`config.mk`:
```
export PLATFORM = sky130hd
export DESIGN_NAME = ff_bank_multimode
export DESIGN_NICKNAME = d
export VERILOG_FILES = /design/src/rtl/ff_bank_multimode.sv
export SDC_FILE = /design/constraint.sdc
export NUM_CORES = 1
export LEC_CHECK = 0
export ABC_AREA = 1
export CORE_ASPECT_RATIO = 0.6
export CORE_MARGIN = 2
export CORE_UTILIZATION = 31
export CTS_BUF_LIST = sky130_fd_sc_hd__clkbuf_4 sky130_fd_sc_hd__clkbuf_8
export DETAILED_ROUTE_END_ITERATION = 8
export PLACE_DENSITY_LB_ADDON = 0.05
export SYNTH_ARGS = -nofsm -noshare
export SYNTH_HDL_FRONTEND = slang
export SYNTH_SLANG_ARGS = --single-unit
```
`constraint.sdc`:
```
create_clock -name clk -period 4.5 [get_ports clk]
set_clock_uncertainty 0.15 [all_clocks]
set_input_delay 0.675 -clock clk [delete_from_list [all_inputs] [get_ports clk]]
set_output_delay 0.675 -clock clk [all_outputs]
set_load 0.01 [all_outputs]
```
`src/rtl/ff_bank_multimode.sv`:
```
// WIDTH-channel flip-flop bank with a shared SR/JK/D/T mode, per-channel enables, forbidden-SR
// detection and a saturating error counter. Build option: SR_SET_DOMINANT_EN (SR=11 sets q).
module ff_bank_multimode #(
  parameter int WIDTH     = 8,
  parameter int ERR_CNT_W = 8
) (
  input  logic                 clk,
  input  logic                 rst,
  input  logic [1:0]           mode,
  input  logic [WIDTH-1:0]     a,
  input  logic [WIDTH-1:0]     b,
  input  logic [WIDTH-1:0]     en,
  output logic [WIDTH-1:0]     q,
  output logic [WIDTH-1:0]     qbar,
  output logic [WIDTH-1:0]     illegal,
  output logic                 err_any,
  output logic [ERR_CNT_W-1:0] err_cnt
);

  typedef enum logic [1:0] {
    MODE_SR = 2'b00,
    MODE_JK = 2'b01,
    MODE_D  = 2'b10,
    MODE_T  = 2'b11
  } mode_t;

  localparam logic [ERR_CNT_W-1:0] CNT_MAX = '1;

  function automatic logic [ERR_CNT_W-1:0] sat_inc(input logic [ERR_CNT_W-1:0] val);
    if (val == CNT_MAX) return val;
    return val + ERR_CNT_W'(1);
  endfunction

  mode_t            mode_sel;
  logic [WIDTH-1:0] q_nxt;
  logic [WIDTH-1:0] ill_nxt;

  assign mode_sel = mode_t'(mode);
  assign qbar     = ~q;

  always_comb begin
    q_nxt   = q;
    ill_nxt = '0;
    for (int i = 0; i < WIDTH; i++) begin
      if (en[i]) begin
        case (mode_sel)
          MODE_SR: begin
            case ({a[i], b[i]})
              2'b01:   q_nxt[i] = 1'b0;
              2'b10:   q_nxt[i] = 1'b1;
              2'b11: begin
                ill_nxt[i] = 1'b1;
`ifdef SR_SET_DOMINANT_EN
                q_nxt[i] = 1'b1;
`endif
              end
              default: q_nxt[i] = q[i];
            endcase
          end
          MODE_JK: begin
            case ({a[i], b[i]})
              2'b01:   q_nxt[i] = 1'b0;
              2'b10:   q_nxt[i] = 1'b1;
              2'b11:   q_nxt[i] = ~q[i];
              default: q_nxt[i] = q[i];
            endcase
          end
          MODE_D:  q_nxt[i] = a[i];
          MODE_T:  q_nxt[i] = q[i] ^ a[i];
          default: q_nxt[i] = q[i];
        endcase
      end
    end
  end

  // Stage boundary: state, flags and counter; err_cnt counts the already-registered err_any.
  always_ff @(posedge clk) begin
    if (rst) begin
      q       <= '0;
      illegal <= '0;
      err_any <= 1'b0;
      err_cnt <= '0;
    end else begin
      q       <= q_nxt;
      illegal <= ill_nxt;
      err_any <= |ill_nxt;
      if (err_any) err_cnt <= sat_inc(err_cnt);
    end
  end

endmodule

```
Yosys cells after proc, flatten, opt, wreduce, memory -nomap -nowiden:

Cells that the tools add are included.

* register bits: 25
* input bits: 28
* output and inout bits: 33

* $add $sub $neg: 1
* equal/unequal tests: 45
* mux-type cells: 52
* bitwise gates (word level): 17
* reduce and logical (&&, ||, !) cells: 11

Operators by type and width (number)
* $eq 2x2->1 const B: 18
* $pmux 1 s4: 8
* $ne 4x1->1 const B: 7
* $mux 1: 27
* $pmux 1 s3: 8
* $reduce_and 3->1: 8
* $ne 3x1->1 const B: 7
* $eq 2x1->1 const B: 9
* $pmux 1 s2: 8
* $add 8x1->8 const B: 1
* $eq 8x8->1 const B: 1
* $mux 8: 1
* $not 1->1: 8
* $not 8->8: 1
* $reduce_or 8->1: 1
* $xor 1x1->1: 8
* $ne 4x4->1 const B: 1
* $ne 3x3->1 const B: 1
* $logic_not 2->1: 1
* $ne 2x2->1 const B: 1
* $reduce_and 2->1: 1

Logic depth before layout (Yosys ltp):

Gate-level depths: netlist of the first run.

* word-level depth: 6
* gate-level depth with buffers: 9
* depth with buffers taken out: 8

Worst setup path after synthesis of the first run:

OpenSTA, ideal clock, no wires.

* path type: input port to flip-flop
* start point: input port mode[0]
* end point: register q[3]
* data arrival time: 1.323 ns
* required time: 4.237 ns
* slack: 2.914 ns
* stages: 7
* buffers on the path: 2
* path through: buf_6 -> buf_2 -> nand3_1 -> nand3_1 -> nand3_1 -> nor2_1 -> nor2_1

* cells in the longest elaborated chain, start to end: 3
* elaborated cells between the ends (all ways): 8
* classes of those cells: eq/ne: 5; mux: 1; reduce/logical: 2

RTL lines
* from (decl): line 9 `input logic [1:0] mode,`
* $eq 2x1->1 or $logic_not 2->1 (tied branches): line 46 `case (mode_sel)`
* $ne 4x1->1 (no line) or $ne 3x1->1 (tied branches)
* $reduce_and 3->1 (no line)
* to (signal assigned): line 84 `q <= q_nxt;`
* to (decl): line 13 `output logic [WIDTH-1:0] q,`

Parallel ways exist; a longest one is shown, timed or not.
A chain may end at the register's enable or synchronous reset.

Worst setup path in the final report of the first run:

* start point: input port mode[0]
* end point: register q[4]

Same word-level chain as after synthesis.

==> flow_summary.ini, run 1 <==
[status]
status = complete, no violations

[global_route]
gr-max-usage-layer = met1
grt_usage = 0.163
grt_overflow = 0
grt_util_met1 = 0.256
antenna_found_initial = 0
grt_pass1_wl_um = 8390
grt_pass1_vias = 1752
use_met2 = 0.218
grt_max_degree = 20
use_met3 = 0.0422

[sta]
tightestPinTransition_ns = 0.749
drv_slew = 0
rsz0062_at_grt = no
fmax_mhz = 414
maxSlewHeadroom = 0.499
timing.final.hold_violations = 0
setup_viol = 0
final.setup.tns_ns = 0
period_minus_slack_ns = 2.41
period_share = 0.537

[route]
routed_wl_um = 4940
ant_nets = 0
firstDrtPassIters = 4
drt_iter0_drc = 68
routedWlPerCell_um = 11.8
drc = 0
via_count = 1875
viasPerCell = 4.47

[power]
switchingPower_w = 0.000162
pwr-share-seq = 0.450
clock_power_share = 0.272
power.static_leakage_nw = 1.14
p_comb_frac = 0.278
switching_share = 0.303
internal_power_w = 0.000373
vdd_ir_drop_max_mv = 0.131
p_per_area_mw_per_mm2 = 212

[critical_path]
critPathKind = in -> reg
cp_cell_sequence = clkdlybuf4s50_1, inv_2, nor2_4, nand3_1, nand3_1, nand2_1, nand2_1, nor2_1
slowest_delay_ns = 0.95
critPathSlowestCell = clkdlybuf4s50_1
crit_path_end_kind = flip-flop
cp_top_family = buffers and inverters
ff2ff_setup_slack_ns = 2.67
required_ns = 4.52
cp-start-kind = input port
r2r-start = err_cnt[1]$_SDFFE_PP0P_
worstPathMaxFanout = 19
path_buf_inv = 2
regToRegEndpoint = err_cnt[7]$_SDFFE_PP0P_
cp.arrival_ns = 2.43
ff2ff_path_depth = 8

[logic_synthesis]
synth_edf_count = 0
ys.warnings.count = 0
syn_nets = 334
yosys.area.top_type = dfxtp_1
yosys_most_used_dff = dfxtp_1
syn_inst = 284
yosysSeqAreaShare = 0.273
synth_common_cells = 75 x nand2_1, 51 x nand3_1, 40 x nor2_1
synth.most_common_cell = nand2_1
ys_ff_latch = 25
synth_area_leaders = dfxtp_1 27%, nand2_1 15%, ha_1 15%
yosysUniqueCellTypes = 20
synth-async-reset-ratio = 0
synth_top_area_frac = 0.273
netlist_area_mm2 = 0.00184
syn_area_per_cell_um2 = 6.46

[die]
ios = 61
start_util = 0.325
core_mm2 = 0.00565
die_x_um = 103
die_h_um = 63.6
rows = 21
dieArea_mm2 = 0.00657

[cts]
cts_max_level = 1
post-cts-setup-buffers = 0
cts_root_buf = clkbuf_8
clock_latency_ns = 0.28
numCtsBuffers = 3
cts-resized-gates = 0
clock-sinks = 25
clockBufferDepth = 2
cts_tree = done
clk_pin_slew_worst_paths_ns = 0.10
postCtsHoldBufs = 0

[cells_and_area]
nNetsFinal = 390
design_area_mm2 = 0.00252
multiInputGateArea_mm2 = 0.00114
syn2layout_area_growth_pct = 37.4
nFillCells = 577
drive_gt1_frac = 0.0295
seq_area_um2 = 500
antenna_cells = 0
post-route-util = 0.447

[min_path]
holdPathEnd = err_cnt[3]$_SDFFE_PP0P_
hold_depth = 2
hold_class = reg -> reg
min_from = err_cnt[3]$_SDFFE_PP0P_

[placed_design]
port_buffers = 60
placed_cell_area_mm2 = 0.00247
dp_hpwl_um = 3790
gp_congestion = 0.794

[run]
drv_cap = 0
==> power groups by stage <==
stage,clock (W),sequential [W],combinational (W)
3_3_place_gp,0,0.000246,0.000150
5_1_grt,0.000158,0.000243,0.000167
3_5_place_dp,0,0.000246,0.000149
2_1_floorplan,0,0.000246,0.0000739
6_report,0.000145,0.000240,0.000148
4_1_cts,0.000151,0.000241,0.000150
==> routing by layer <==
layer,part of all wire,vias to the layer above
met1,0.57,806
li1,-,1015
met4,0.0081,0
met5,0,-
met2,0.37,50
met3,0.058,4
==> placed cells by master, fill, tap and decap left out, drive strengths merged <==
| cell | Yosys | routed |
|---|---|---|
| inv | 36 | 36 |
| dfxtp | 25 | 25 |
| ha | 22 | 22 |
| nor3 | 1 | 1 |
| nand3b | 1 | 1 |
| nand3 | 52 | 52 |
| clkdlybuf4s50 | 0 | 60 |
| nand2 | 75 | 75 |
| o21bai | 4 | 4 |
| clkbuf | 3 | 4 |
| nor2 | 42 | 42 |
| nand4 | 8 | 8 |
| a21oi | 8 | 8 |
| a31oi | 1 | 1 |
==> tightest hold or removal path, delay by kind of cell (launching register included) <==
kind	cells	cell delay, ns
AND/OR/NAND/NOR	1	0.07
flip-flops	1	0.36
AO/OA/AOI/OAI	1	0.05
==> registers in the layout (all words and copies together) (netlist names) <==
name / flops
err_any: 1
err_cnt: 8
illegal: 8
q: 8
==> worst max-delay path by stage <==
stage	start	endpoint	slack [ns]	depth (start not counted)
2_1_floorplan	mode[0]	q[3]$_SDFFE_PP0P_	2.91	7
3_3_place_gp	mode[0]	q[5]$_SDFFE_PP0P_	1.83	8
3_5_place_dp	mode[0]	q[6]$_SDFFE_PP0P_	1.77	8
4_1_cts	mode[0]	q[4]$_SDFFE_PP0P_	2.06	8
5_1_grt	mode[0]	q[7]$_SDFFE_PP0P_	1.93	8
6_report	mode[0]	q[4]$_SDFFE_PP0P_	2.09	8
==> through the flow <==
stage                     power, W  hold WS (ns)  cells  setup slack (ns)
after floorplan           0.000320         0.368    284              2.91
after global placement    0.000396         0.357    415              1.83
after detailed placement  0.000394         0.360    415              1.77
after CTS                 0.000541         0.375    419              2.06
after global routing      0.000567         0.411    419              1.93
final                     0.000534         0.374    419              2.09
==> logic make-up (layout without fill, tap and decap cells) <==
family,Yosys count,after routing,synth area share
buffers and inverters,45,100,0.108
DFF,25,25,0.273
AOI/OAI and AO/OA,13,13,0.0436
adders and majority gates,22,22,0.150
and+or+nand+nor,179,179,0.426
==> area by class of cell <==
| cell class | count | share of cell area |
|---|---|---|
| flip-flops and latches | 25 | 0.198 |
| repair buffers | 60 | 0.238 |
| inverters | 36 | 0.0536 |
| multi-input cells | 214 | 0.451 |
| clock buffers | 4 | 0.0193 |
| well taps | 80 | 0.0397 |
No activity file was read; power rests on OpenSTA's default activity.
==> run 2, diff against run 1 <==
==> constraint.sdc (replaced) <==
create_clock -name clk -period 2.2 [get_ports clk]
set_clock_uncertainty 0.15 [all_clocks]
set_input_delay 0.33 -clock clk [delete_from_list [all_inputs] [get_ports clk]]
set_output_delay 0.33 -clock clk [all_outputs]
set_load 0.01 [all_outputs]
==> run 2 against run 1 <==
Effect of this change:
- routed wire length up 3.6%
- final cell count up 1.9%
- non-clock buffer count is 8 higher
- clock-buffer cell count unchanged
- via count grew 1.1%
- largest power group unchanged
==> flow_summary.ini, run 2 (same netlist as run 1, synthesis figures left out) <==
[global_route]
antenna_found_initial = 0
grt_max_degree = 15
grt_usage = 0.162
grt_overflow = 0
grt_pass1_vias = 1748
grt_pass1_wl_um = 8440

[critical_path]
slowest_delay_ns = 0.33
worstPathMaxFanout = 11
crit_path_end_kind = flip-flop
path_buf_inv = 0
crit_cells = 8
required_ns = 2.26
cp_top_family = simple AND/OR/NAND/NOR gates
critPathSlowestCell = dfxtp_1
cp_common_cell = nor2_1
cp_cell_sequence = ha_1, nand2_1, nor2_1, nand2_1, nand2_1, nor2_1, nor2_1, nor2_1
critPathKind = reg -> reg
cp-start-kind = flip-flop
cp.arrival_ns = 1.85
ff2ff_path_depth = 8

[power]
pwr-share-seq = 0.442
power.static_leakage_nw = 1.18
finalPower_w = 0.00110
p_comb_frac = 0.293
vdd_ir_drop_max_mv = 0.242
switching_share = 0.299
switchingPower_w = 0.000328
p_per_area_mw_per_mm2 = 426
clock_power_share = 0.265
internal_power_w = 0.000771

[die]
die_h_um = 63.6
dieArea_mm2 = 0.00657
ios = 61
die_x_um = 103
core_mm2 = 0.00565
start_util = 0.325
rows = 21

[placed_design]
dp_hpwl_um = 4030
dp_slack_ns = 0.241
gp_congestion = 0.793
port_buffers = 60

[sta]
fmax_mhz = 561
period_minus_slack_ns = 1.78
period_share = 0.811
whs_ns = 0.380
final.setup.tns_ns = 0
maxSlewHeadroom = 0.701
timing.final.hold_violations = 0
setup_slack_ns = 0.417
tightestPinTransition_ns = 0.448
setup_viol = 0
rsz0062_at_grt = no
drv_slew = 0

[cts]
postCtsHoldBufs = 0
clk_pin_slew_worst_paths_ns = 0.09
clock-sinks = 25
cts_root_buf = clkbuf_8
clock_latency_ns = 0.27
cts_max_level = 1
cts_tree = done
post-cts-setup-buffers = 0
cts-resized-gates = 0
numCtsBuffers = 3
clockBufferDepth = 2

[status]
status = complete, no violations

[route]
viasPerCell = 4.44
routed_wl_um = 5120
via_count = 1896
ant_nets = 0
firstDrtPassIters = 4
routedWlPerCell_um = 12.0
drt_iter0_drc = 105
drc = 0

[cells_and_area]
final_common_cell = nand2_1
mostFrequentLayoutCells = 75 x nand2_1, 60 x clkdlybuf4s50_1, 51 x nand3_1
antenna_cells = 0
syn2layout_area_growth_pct = 40.7
drive_gt1_frac = 0.0519
reg_top3 = err_cnt: 8 flops, illegal: 8 flops, q: 8 flops
nNetsFinal = 398

[min_path]
hold_depth = 2
hold_class = reg -> reg

[run]
drv_cap = 0
-- run 2: cell types whose count changed in the layout (fill, tap and decap cells not counted), sizes merged --
cell,previous run,this run
buf,0,8
-- run 2: worst paths after layout --
check                                               end                     from  slack, ns
worst max-delay path            err_cnt[7]$_SDFFE_PP0P_  err_cnt[0]$_SDFFE_PP0P_       0.42
worst min-delay path            err_cnt[3]$_SDFFE_PP0P_  err_cnt[3]$_SDFFE_PP0P_       0.38
worst max register to register  err_cnt[7]$_SDFFE_PP0P_  err_cnt[0]$_SDFFE_PP0P_       0.42
worst min register to register  err_cnt[3]$_SDFFE_PP0P_  err_cnt[3]$_SDFFE_PP0P_       0.38
-- run 2: power by group through the flow --
stage / clock, W / sequential (W) / combinational, W
after floorplan: 0 / 0.000503 / 0.000151
after global placement: 0 / 0.000497 / 0.000323
after detailed placement: 0 / 0.000497 / 0.000322
after CTS: 0.000306 / 0.000487 / 0.000324
after global routing: 0.000322 / 0.000490 / 0.000360
final: 0.000291 / 0.000486 / 0.000322
-- run 2: area by class of cell --
class                           count  area (µm²)
Sequential cell                    25         500
Inverter                           36         135
Fill cell                         591        3070
Multi-Input combinational cell    214        1140
Clock buffer                        4        48.8
Tap cell                           80         100
Timing Repair Buffer               68         661
-- run 2: metrics by stage --
stage / util / instance area, µm² / cells
final: 0.457 / 2580 / 427
after global routing: 0.457 / 2580 / 427
after global placement: 0.449 / 2530 / 423
after detailed placement: 0.449 / 2530 / 423
after floorplan: - / 1840 / 284
after CTS: 0.457 / 2580 / 427
-- run 2: worst register-to-register path: stages (launching register included) --
cell and delay (ns):
dfxtp_1 0.33, ha_1 0.23, nand2_1 0.11, nor2_1 0.07, nand2_1 0.29, nand2_1 0.20
nor2_1 0.20, nor2_1 0.06, nor2_1 0.10
-- run 2: routing by layer --
| layer | GRT usage | up-vias | wire [µm] |
|---|---|---|---|
| met2 | 0.225 | 53 | 1980 |
| met1 | 0.251 | 813 | 2820 |
| li1 | - | 1030 | - |
| met5 | 0 | - | 0 |
| met3 | 0.0433 | 0 | 322 |
| met4 | 0.0197 | 0 | 0 |
